**config.mk**
```make
export PLATFORM = sky130hd
export DESIGN_NAME = out_pkt_fifo
export DESIGN_NICKNAME = d
export VERILOG_FILES = /design/src/rtl/out_pkt_fifo.sv
export SDC_FILE = /design/constraint.sdc
export NUM_CORES = 1
export LEC_CHECK = 0
export BUFFER_PORTS_ARGS = -buffer_cell sky130_fd_sc_hd__buf_2
export CORE_MARGIN = 2
export CORE_UTILIZATION = 45
export DETAILED_ROUTE_END_ITERATION = 10
export GPL_TIMING_DRIVEN = 0
export PLACE_DENSITY = 0.6
export SYNTH_ARGS = -nofsm -noshare
export SYNTH_HDL_FRONTEND = slang
export SYNTH_SLANG_ARGS = --single-unit
export TNS_END_PERCENT = 1
```
**constraint.sdc**
```tcl
create_clock -name clk_i -period 4.8 [get_ports clk_i]
set_input_delay 0.48 -clock clk_i [delete_from_list [all_inputs] [get_ports clk_i]]
set_output_delay 0.48 -clock clk_i [all_outputs]
set_load 0.005 [all_outputs]
```
**src/rtl/out_pkt_fifo.sv**
```systemverilog
// USB full-speed OUT endpoint FIFO: stores whole packets, commits them at EOP, rolls back
// on abort or oversize, and NAKs a packet up front when a max-size packet or a slot won't fit.
module out_pkt_fifo #(
    parameter int unsigned OUT_MAXPACKETSIZE = 64,
    parameter int unsigned FIFO_DEPTH        = 128,
    parameter int unsigned PKT_SLOTS         = 4
) (
    input  logic                             clk_i,
    input  logic                             rstn_i,
    input  logic                             clk_gate_i,
    input  logic [7:0]                       out_data_i,
    input  logic                             out_valid_i,
    input  logic                             out_err_i,
    input  logic                             out_ready_i,
    output logic                             out_nak_o,
    output logic                             out_full_o,
    output logic                             out_empty_o,
    output logic [$clog2(PKT_SLOTS+1)-1:0]   pkt_count_o,
    output logic [7:0]                       app_out_data_o,
    output logic                             app_out_valid_o,
    output logic                             app_out_last_o,
    input  logic                             app_out_ready_i
);

    localparam int unsigned PTR_W  = (FIFO_DEPTH > 1) ? $clog2(FIFO_DEPTH) : 1;
    localparam int unsigned CNT_W  = $clog2(FIFO_DEPTH + 1);
    localparam int unsigned LEN_W  = $clog2(OUT_MAXPACKETSIZE + 1);
    localparam int unsigned SLOT_W = (PKT_SLOTS > 1) ? $clog2(PKT_SLOTS) : 1;
    localparam int unsigned PCNT_W = $clog2(PKT_SLOTS + 1);

    localparam logic [PTR_W-1:0]  LAST_PTR  = PTR_W'(FIFO_DEPTH - 1);
    localparam logic [SLOT_W-1:0] LAST_SLOT = SLOT_W'(PKT_SLOTS - 1);
    localparam logic [CNT_W-1:0]  ROOM_MAX  = CNT_W'(FIFO_DEPTH - OUT_MAXPACKETSIZE);
    localparam logic [LEN_W-1:0]  MPS       = LEN_W'(OUT_MAXPACKETSIZE);
    localparam logic [PCNT_W-1:0] SLOTS     = PCNT_W'(PKT_SLOTS);

    typedef enum logic [1:0] {
        ST_IDLE,
        ST_RECV,
        ST_NAK
    } state_t;

    function automatic logic [PTR_W-1:0] ptr_inc(input logic [PTR_W-1:0] p);
        return (p == LAST_PTR) ? '0 : p + PTR_W'(1);
    endfunction

    function automatic logic [SLOT_W-1:0] slot_inc(input logic [SLOT_W-1:0] s);
        return (s == LAST_SLOT) ? '0 : s + SLOT_W'(1);
    endfunction

    logic [7:0]        mem     [FIFO_DEPTH];
    logic [LEN_W-1:0]  len_mem [PKT_SLOTS];

    state_t            state_q, state_d;
    logic [PTR_W-1:0]  wptr_q, wptr_d, cptr_q, rptr_q;
    logic [LEN_W-1:0]  wcnt_q, wcnt_d, rcnt_q;
    logic [CNT_W-1:0]  cbytes_q;
    logic [PCNT_W-1:0] pcnt_q;
    logic [SLOT_W-1:0] lwptr_q, lrptr_q;
    logic              mem_we, commit;

    // An abort wins over a byte if the SIE ever flags both in one strobe.
    logic sie_evt, is_byte, is_eop, is_err;
    assign sie_evt = clk_gate_i & out_ready_i;
    assign is_err  = sie_evt & out_err_i;
    assign is_byte = sie_evt & out_valid_i & ~out_err_i;
    assign is_eop  = sie_evt & ~out_valid_i & ~out_err_i;

    // Admission looks only at registered occupancy, so a same-cycle pop never rescues a packet.
    logic room_ok;
    assign room_ok = (cbytes_q <= ROOM_MAX) && (pcnt_q != SLOTS);

    always_comb begin
        // NOTE: every output of this block gets a default first, so no path can infer a latch.
        state_d = state_q;
        wptr_d  = wptr_q;
        wcnt_d  = wcnt_q;
        mem_we  = 1'b0;
        commit  = 1'b0;
        case (state_q)
            ST_IDLE: begin
                if (is_byte) begin
                    if (room_ok) begin
                        mem_we  = 1'b1;
                        wptr_d  = ptr_inc(wptr_q);
                        wcnt_d  = LEN_W'(1);
                        state_d = ST_RECV;
                    end else begin
                        state_d = ST_NAK;
                    end
                end
            end
            ST_RECV: begin
                if (is_byte) begin
                    if (wcnt_q < MPS) begin
                        mem_we = 1'b1;
                        wptr_d = ptr_inc(wptr_q);
                        wcnt_d = wcnt_q + LEN_W'(1);
                    end else begin
                        wptr_d  = cptr_q;
                        state_d = ST_NAK;
                    end
                end else if (is_eop) begin
                    commit  = 1'b1;
                    state_d = ST_IDLE;
                end else if (is_err) begin
                    wptr_d  = cptr_q;
                    state_d = ST_IDLE;
                end
            end
            ST_NAK: begin
                if (is_eop || is_err) state_d = ST_IDLE;
            end
            default: state_d = ST_IDLE;
        endcase
    end

    logic                 rd_load, rd_last, pop;
    logic [LEN_W-1:0]     head_len;
    assign head_len = len_mem[lrptr_q];
    assign rd_load  = (cbytes_q != '0) && (!app_out_valid_o || app_out_ready_i);
    assign rd_last  = ((LEN_W+1)'(rcnt_q) + (LEN_W+1)'(1)) == (LEN_W+1)'(head_len);
    assign pop      = rd_load & rd_last;

    // NOTE: storage arrays carry no reset; pointers and counters alone define what is valid.
    always_ff @(posedge clk_i) begin
        if (mem_we) mem[wptr_q] <= out_data_i;
        if (commit) len_mem[lwptr_q] <= wcnt_q;
    end

    always_ff @(posedge clk_i or negedge rstn_i) begin
        if (!rstn_i) begin
            state_q         <= ST_IDLE;
            wptr_q          <= '0;
            cptr_q          <= '0;
            wcnt_q          <= '0;
            rptr_q          <= '0;
            rcnt_q          <= '0;
            cbytes_q        <= '0;
            pcnt_q          <= '0;
            lwptr_q         <= '0;
            lrptr_q         <= '0;
            app_out_data_o  <= '0;
            app_out_valid_o <= 1'b0;
            app_out_last_o  <= 1'b0;
        end else begin
            // NOTE: non-blocking assignments keep every register sampling pre-edge values.
            state_q <= state_d;
            wptr_q  <= wptr_d;
            wcnt_q  <= wcnt_d;
            if (commit) begin
                cptr_q  <= wptr_q;
                lwptr_q <= slot_inc(lwptr_q);
            end
            cbytes_q <= cbytes_q + (commit ? CNT_W'(wcnt_q) : '0) - CNT_W'(rd_load);
            pcnt_q   <= pcnt_q + PCNT_W'(commit) - PCNT_W'(pop);
            if (rd_load) begin
                app_out_data_o  <= mem[rptr_q];
                app_out_valid_o <= 1'b1;
                app_out_last_o  <= rd_last;
                rptr_q          <= ptr_inc(rptr_q);
                rcnt_q          <= rd_last ? '0 : rcnt_q + LEN_W'(1);
                if (rd_last) lrptr_q <= slot_inc(lrptr_q);
            end else if (app_out_ready_i) begin
                app_out_valid_o <= 1'b0;
                app_out_last_o  <= 1'b0;
            end
        end
    end

    assign out_nak_o   = (state_q == ST_NAK);
    assign out_full_o  = (cbytes_q > ROOM_MAX) || (pcnt_q == SLOTS);
    assign out_empty_o = (cbytes_q == '0) && !app_out_valid_o;
    assign pkt_count_o = pcnt_q;

endmodule

```
; ---- After elaboration in Yosys (flattened, before gate mapping)
; Memory sizes are Yosys's and may differ from the RTL's. A register that Yosys moved wholly into a read port is not among the register bits.
; Index checks and enable logic that the tools add are counted.
[word_totals]
ram_bits = 1052
register_bits = 54
n_memories = 2
in_bits = 15
[mem_list]
columns = memory, depth, width, read_ports, rd_ports_with_merged_regs, wr, line
row1 = mem, 128, 8, 1, 1, 1, 51  ; logic [7:0] mem [FIFO_DEPTH];
row2 = len_mem, 4, 7, 1, 0, 1, 52  ; logic [LEN_W-1:0] len_mem [PKT_SLOTS];
[op_classes]
eq_ne = 18
bitwise = 9
muxes = 41
reduce_logical = 17
add_sub_neg = 11
n_lt_le_gt_ge = 3
[op_table]
columns = operator, count
row1 = $mux 7, 14
row2 = $add 7x1->7 const B, 4
row3 = $pmux 7 s2, 2
row4 = $mux 2, 9
row5 = $eq 7x7->1 const B, 2
row6 = $mux 1, 14
row7 = $ne 3x3->1 const B, 4
row8 = $reduce_and 5->1, 2
row9 = $add 7x1->8 const B, 1
row10 = $add 8x7->8, 1
row11 = $eq 8x7->1, 1
row12 = $gt 8x7->1 const B, 1
row13 = $le 8x7->1 const B, 1
row14 = $logic_not 8->1, 1
row15 = $ne 2x2->1 const B, 4
row16 = $reduce_bool 8->1, 1
row17 = $sub 8x1->8, 1
row18 = $and 1x1->1, 7
row19 = $lt 7x7->1 const B, 1
row20 = $eq 2x2->1 const B, 3
row21 = $pmux 2 s3, 1
row22 = $add 2x1->2 const B, 2
row23 = $ne 4x4->1 const B, 1
row24 = $reduce_and 4->1, 1
row25 = 13 further kinds, 20

; ---- Logic depth before layout (Yosys ltp)
[logic_depth]
depth_word = 9
depth_mapped = 16
ltp_nobuf = 14

; ---- Worst setup path after synthesis
; No wires, ideal clock.
[synth_timing]
kind = reg-to-reg
startpoint = register cbytes_q[4]
endpoint = register cbytes_q[6]
stages_incl_launch_ff = 17
period_less_slack_ps = 3855
setup_ps = 123
path_buffers = 2
slack_ps = 945
t_arrival_ps = 3733
required_ps = 4677
cell_sequence = dfrtp_1 > or4_4 > o41ai_1 > inv_1 > clkbuf_1 > clkbuf_1 > ha_1 > inv_1 > ha_1 > inv_1 > fa_1 > inv_1 > a21oi_1 > o21bai_1 > a21o_1 > a21oi_1 > xnor2_1
[synth_between]
elab_chain_cells = 3
[synth_rtl]
columns = element, line
row1 = from (decl), 57  ; logic [CNT_W-1:0] cbytes_q;
row2 = from (signal assigned), 155  ; cbytes_q <= cbytes_q + (commit ? CNT_W'(wcnt_q) : '0) - CNT_W'(rd_load);
row3 = $reduce_bool 8->1, 121  ; assign rd_load = (cbytes_q != '0) && (!app_out_valid_o || app_out_ready_i);
row4 = $logic_and 1x1->1, 121
row5 = named net rd_load, 118  ; logic rd_load, rd_last, pop;
row6 = $sub 8x1->8, 155
; The timed path passes the listed nets, and every way through them passes these cells.
; A chain may end at the register's enable or synchronous reset.

; ---- Worst setup path in the final report
[layout_timing]
startpoint = register cbytes_q[4]
endpoint = memory mem[61][7] (enable)
[layout_between]
elab_chain_cells = 7
[layout_rtl]
columns = element, line
row1 = $le 8x7->1, 71  ; assign room_ok = (cbytes_q <= ROOM_MAX) && (pcnt_q != SLOTS);
row2 = $logic_and 1x1->1, 71
row3 = $mux 1, 83  ; if (room_ok) begin
row4 = $mux 1, 82  ; if (is_byte) begin
row5 = $pmux 1 s2, 80  ; case (state_q)
row6 = $mux 1, 127  ; if (mem_we) mem[wptr_q] <= out_data_i;
row7 = $mux 1 (implied by the code), 127
row8 = to (decl), 51
; No other way between the ends.

==> impl_metrics.toml <==
[power]
p_clk_share_pct = 31.3
ir_worst_vdd_uv = 306
combPwrFrac_pct = 29.8
power.share.switching_pct = 32.9
power_switching_w = 0.00936
p_int_w = 0.0191
p_seq_share_pct = 38.9
p_per_area_nw_per_um2 = 565
p_leak_nw = 16.3

[place]
place_congestion = 0.946
dp_slack_ns = -0.319
placed_cells = 3692
numPortBuffers = 30
dpl-instance-area_sq_um = 46400
hpwl_um = 81700

[final_layout]
ff_latch_area_sq_um = 33100
multi_input_area_sq_um = 10600
area_delta_synth_final_pct = 13.4
final_cell_area_sq_um = 50300
drive_above_1_share_pct = 20.9
final_util_pct = 51.3
final_nets = 2565
fin_cells = 3909
diodes = 0
fillCellCount = 7792

[detailed_routing]
wirelength_um = 123000
viasPerCell = 6.12
drt_iter0_markers = 3206
drt-pass1-iter-count = 5
drc = 0
wl_per_cell_um = 31.5
drtAntennaViolNets = 0
via_count = 23900

[global_routing]
grtUsageTotal_pct = 24.5
grt_overflow = 0
grt_pass1_vias = 23800
use_met1_pct = 34.8
grt_max_degree = 89
grt_pass1_wl_um = 176000
busiest_layer = "met2"
grt_use_met2_pct = 38.2
grt_use_met3_pct = 4.66
antenna_found_initial = 3

[synth]
synthArstFlopShare_pct = 5.57
synth_area_leader_cell = "edfxtp_1"
synth_cells = 2366
synth_flop_cell = "edfxtp_1"
synth.avg_cell_area_sq_um = 18.7
synth_edf_count = 1052
seq_area_frac_synth_pct = 74.7
synth_area_sq_um = 44300
yosysTopAreaCellShare_pct = 71.2
synth_nets = 2408
yosys-top-cells-area = "edfxtp_1 (71%), mux4_2 (10%), mux2i_1 (4.2%)"
yosys_warnings = 0
synth_seq_cells = 1114
ys_types = 70

[sta]
rsz0062_at_grt = "true"
slew_viol_final = 11
max_freq_mhz = 200
tightestPinTransition_ns = 1.58
post-route-min-period_ns = 5.01
clock_skew_ns = 0.0347
timing.slew.headroom_pct = -5.25
layout_setup_ws_ns = -0.208
setup_viol = 70
finalHoldViolCount = 0
finalCritPeriodShare_pct = 104

[run]
max_cap_viol_count = 1

[worst_setup_path]
crit_path_start_kind = "register"
r2r_start = "cbytes_q[4]$_DFF_PN0_"
crit_arrival_ns = 5.32
required_ns = 5.11
cp-end-kind = "register"
path_class = "register to register"
crit_fanout = 10
crit_start = "cbytes_q[4]$_DFF_PN0_"

[floorplan]
dieArea_sq_um = 101000
initial_core_util_pct = 45.3
die_x_um = 318
core-area_sq_um = 98000
die-height_um = 318
pin_count = 31
rows = 115

[cts]
worst_skew_pair.late_latency_ns = 0.71
clockRootBuffer = "clkbuf_16"
cts_buffers = 113
cts_tree = "done"
clockBufferDepth = 3
clkSinkCount = 1114
clk_pin_slew_worst_paths_ns = 0.06
h-tree-depth = 3

[hold_path]
hold_class = "input port to register"
worstHoldStart = "app_out_ready_i"

[run_status]
status = "finished with violations"
violations = "max-capacitance violations, max-slew violations, negative setup slack"
[kinds of logic (layout without fill, tap and decap cells)]
kind of cell | after synthesis | count (layout) | synth area share [%]
compound gates | 276 | 276 | 3.96
xor+xnor | 19 | 19 | 0.409
fa+ha+maj | 27 | 27 | 0.796
buf+inv | 168 | 424 | 1.62
flops | 1114 | 1114 | 74.7
mux | 409 | 409 | 14.9
simple gates | 353 | 353 | 3.59
[registers in the layout, indices dropped and copies added, names as in the netlist]
name	count
app_out_data_o	8
app_out_last_o	1
app_out_valid_o	1
cbytes_q	8
cptr_q	7
len_mem	28
lrptr_q	2
lwptr_q	2
mem	1024
pkt_count_o	3
rcnt_q	7
rptr_q	7
state_q	2
wcnt_q	7
wptr_q	7
[timing repair]
action / in CTS / in global routing
hold buffers: 1 / 0
gates resized for setup: 31 / 29
endpoints found under the hold margin: 62 / 0
gates cloned: 0 / 0
endpoints found under the setup margin: 231 / 407
buffers inserted: 0 / 2
[area by class of cell]
type | instances | share of cell area, %
sequential | 1114 | 65.9
multi-input combinational | 1084 | 21.2
clock buffer | 151 | 6.03
tap | 1287 | 3.20
clock inverter | 63 | 1.41
buffer | 125 | 1.14
timing repair buffer | 42 | 0.846
inverter | 43 | 0.321
[metrics by stage]
| stage | setup TNS, ns | total power, W | hold slack [ns] |
|---|---|---|---|
| after floorplan | 0 | 0.0162 | 0.184 |
| after global placement | -30.41 | 0.0195 | 0.484 |
| after detailed placement | -29.81 | 0.0196 | 0.498 |
| after CTS | -3.67 | 0.0284 | 0.0976 |
| after global routing | -18.42 | 0.0293 | 0.131 |
| final | -3.50 | 0.0284 | 0.122 |
[layout by cell type (no fill, tap or decap), types with 9 or more instances in the layout]
cell	instances
a2111oi_0	9
a211oi_1	15
a21oi_1	60
a221oi_1	10
a22oi_1	11
buf_1	23
buf_2	51
buf_4	20
bufinv_16	13
clkbuf_1	88
clkbuf_16	114
clkinv_1	10
clkinv_2	21
clkinvlp_4	11
dfrtp_1	62
edfxtp_1	1052
ha_1	25
inv_1	41
mux2_2	26
mux2i_1	185
mux4_2	198
nand2_1	86
nand3_1	25
nor2_1	117
nor2_2	46
nor2b_1	12
nor3_1	9
o21ai_0	62
o22ai_1	58
xnor2_1	16
[worst paths after layout]
path / to / slack [ns] / depth (start not counted)
setup / recovery: mem[61][7]$_DFFE_PP_ / -0.21 / 7
hold / removal: app_out_last_o$_DFFE_PN0P_ / 0.12 / 3
setup reg to reg: mem[61][7]$_DFFE_PP_ / -0.21 / 7
hold reg to reg: cptr_q[6]$_DFFE_PN0P_ / 0.51 / 1
max in group asynchronous: rptr_q[2]$_DFFE_PN0P_ / 3.72 / 2
min in group asynchronous: lwptr_q[0]$_DFFE_PN0P_ / 0.43 / 2
[critical path, stage by stage, from the launching register on]
cell      delay, ns
dfrtp_1        0.38
or4_4          0.58
o21ai_2        0.21
a31oi_1        0.14
nor4_1         0.70
nand4b_1       0.82
clkbuf_1       0.84
nor2_1         0.93
[power by group through the flow]
stage	Combinational, W	Sequential, W	Clock (W)
finish	0.00848	0.0111	0.00890
global route	0.00880	0.0111	0.00941
CTS	0.00840	0.0110	0.00899
detailed placement	0.00837	0.0112	0
global placement	0.00826	0.0112	0
floorplan	0.00501	0.0111	0
[layer usage]
metal	part of all wire [%]	routed length (um)
met1	41	51000
met3	8.5	10500
met4	3.5	4350
met2	47	57400
met5	0	0
[Yosys cell counts (all sizes together), types with 9 or more instances]
| cell | count |
|---|---|
| a221oi | 10 |
| nor2b | 12 |
| a22oi | 11 |
| mux4 | 198 |
| ha | 25 |
| xnor2 | 16 |
| nand3 | 25 |
| inv | 43 |
| and2 | 9 |
| mux2 | 26 |
| o22ai | 58 |
| nor3 | 9 |
| clkbuf | 61 |
| o21ai | 65 |
| buf | 64 |
| dfrtp | 62 |
| a2111oi | 9 |
| nand2 | 86 |
| nor2 | 169 |
| mux2i | 185 |
| edfxtp | 1052 |
| a211oi | 15 |
| a21oi | 60 |
Power figures use the tool's default switching activity.
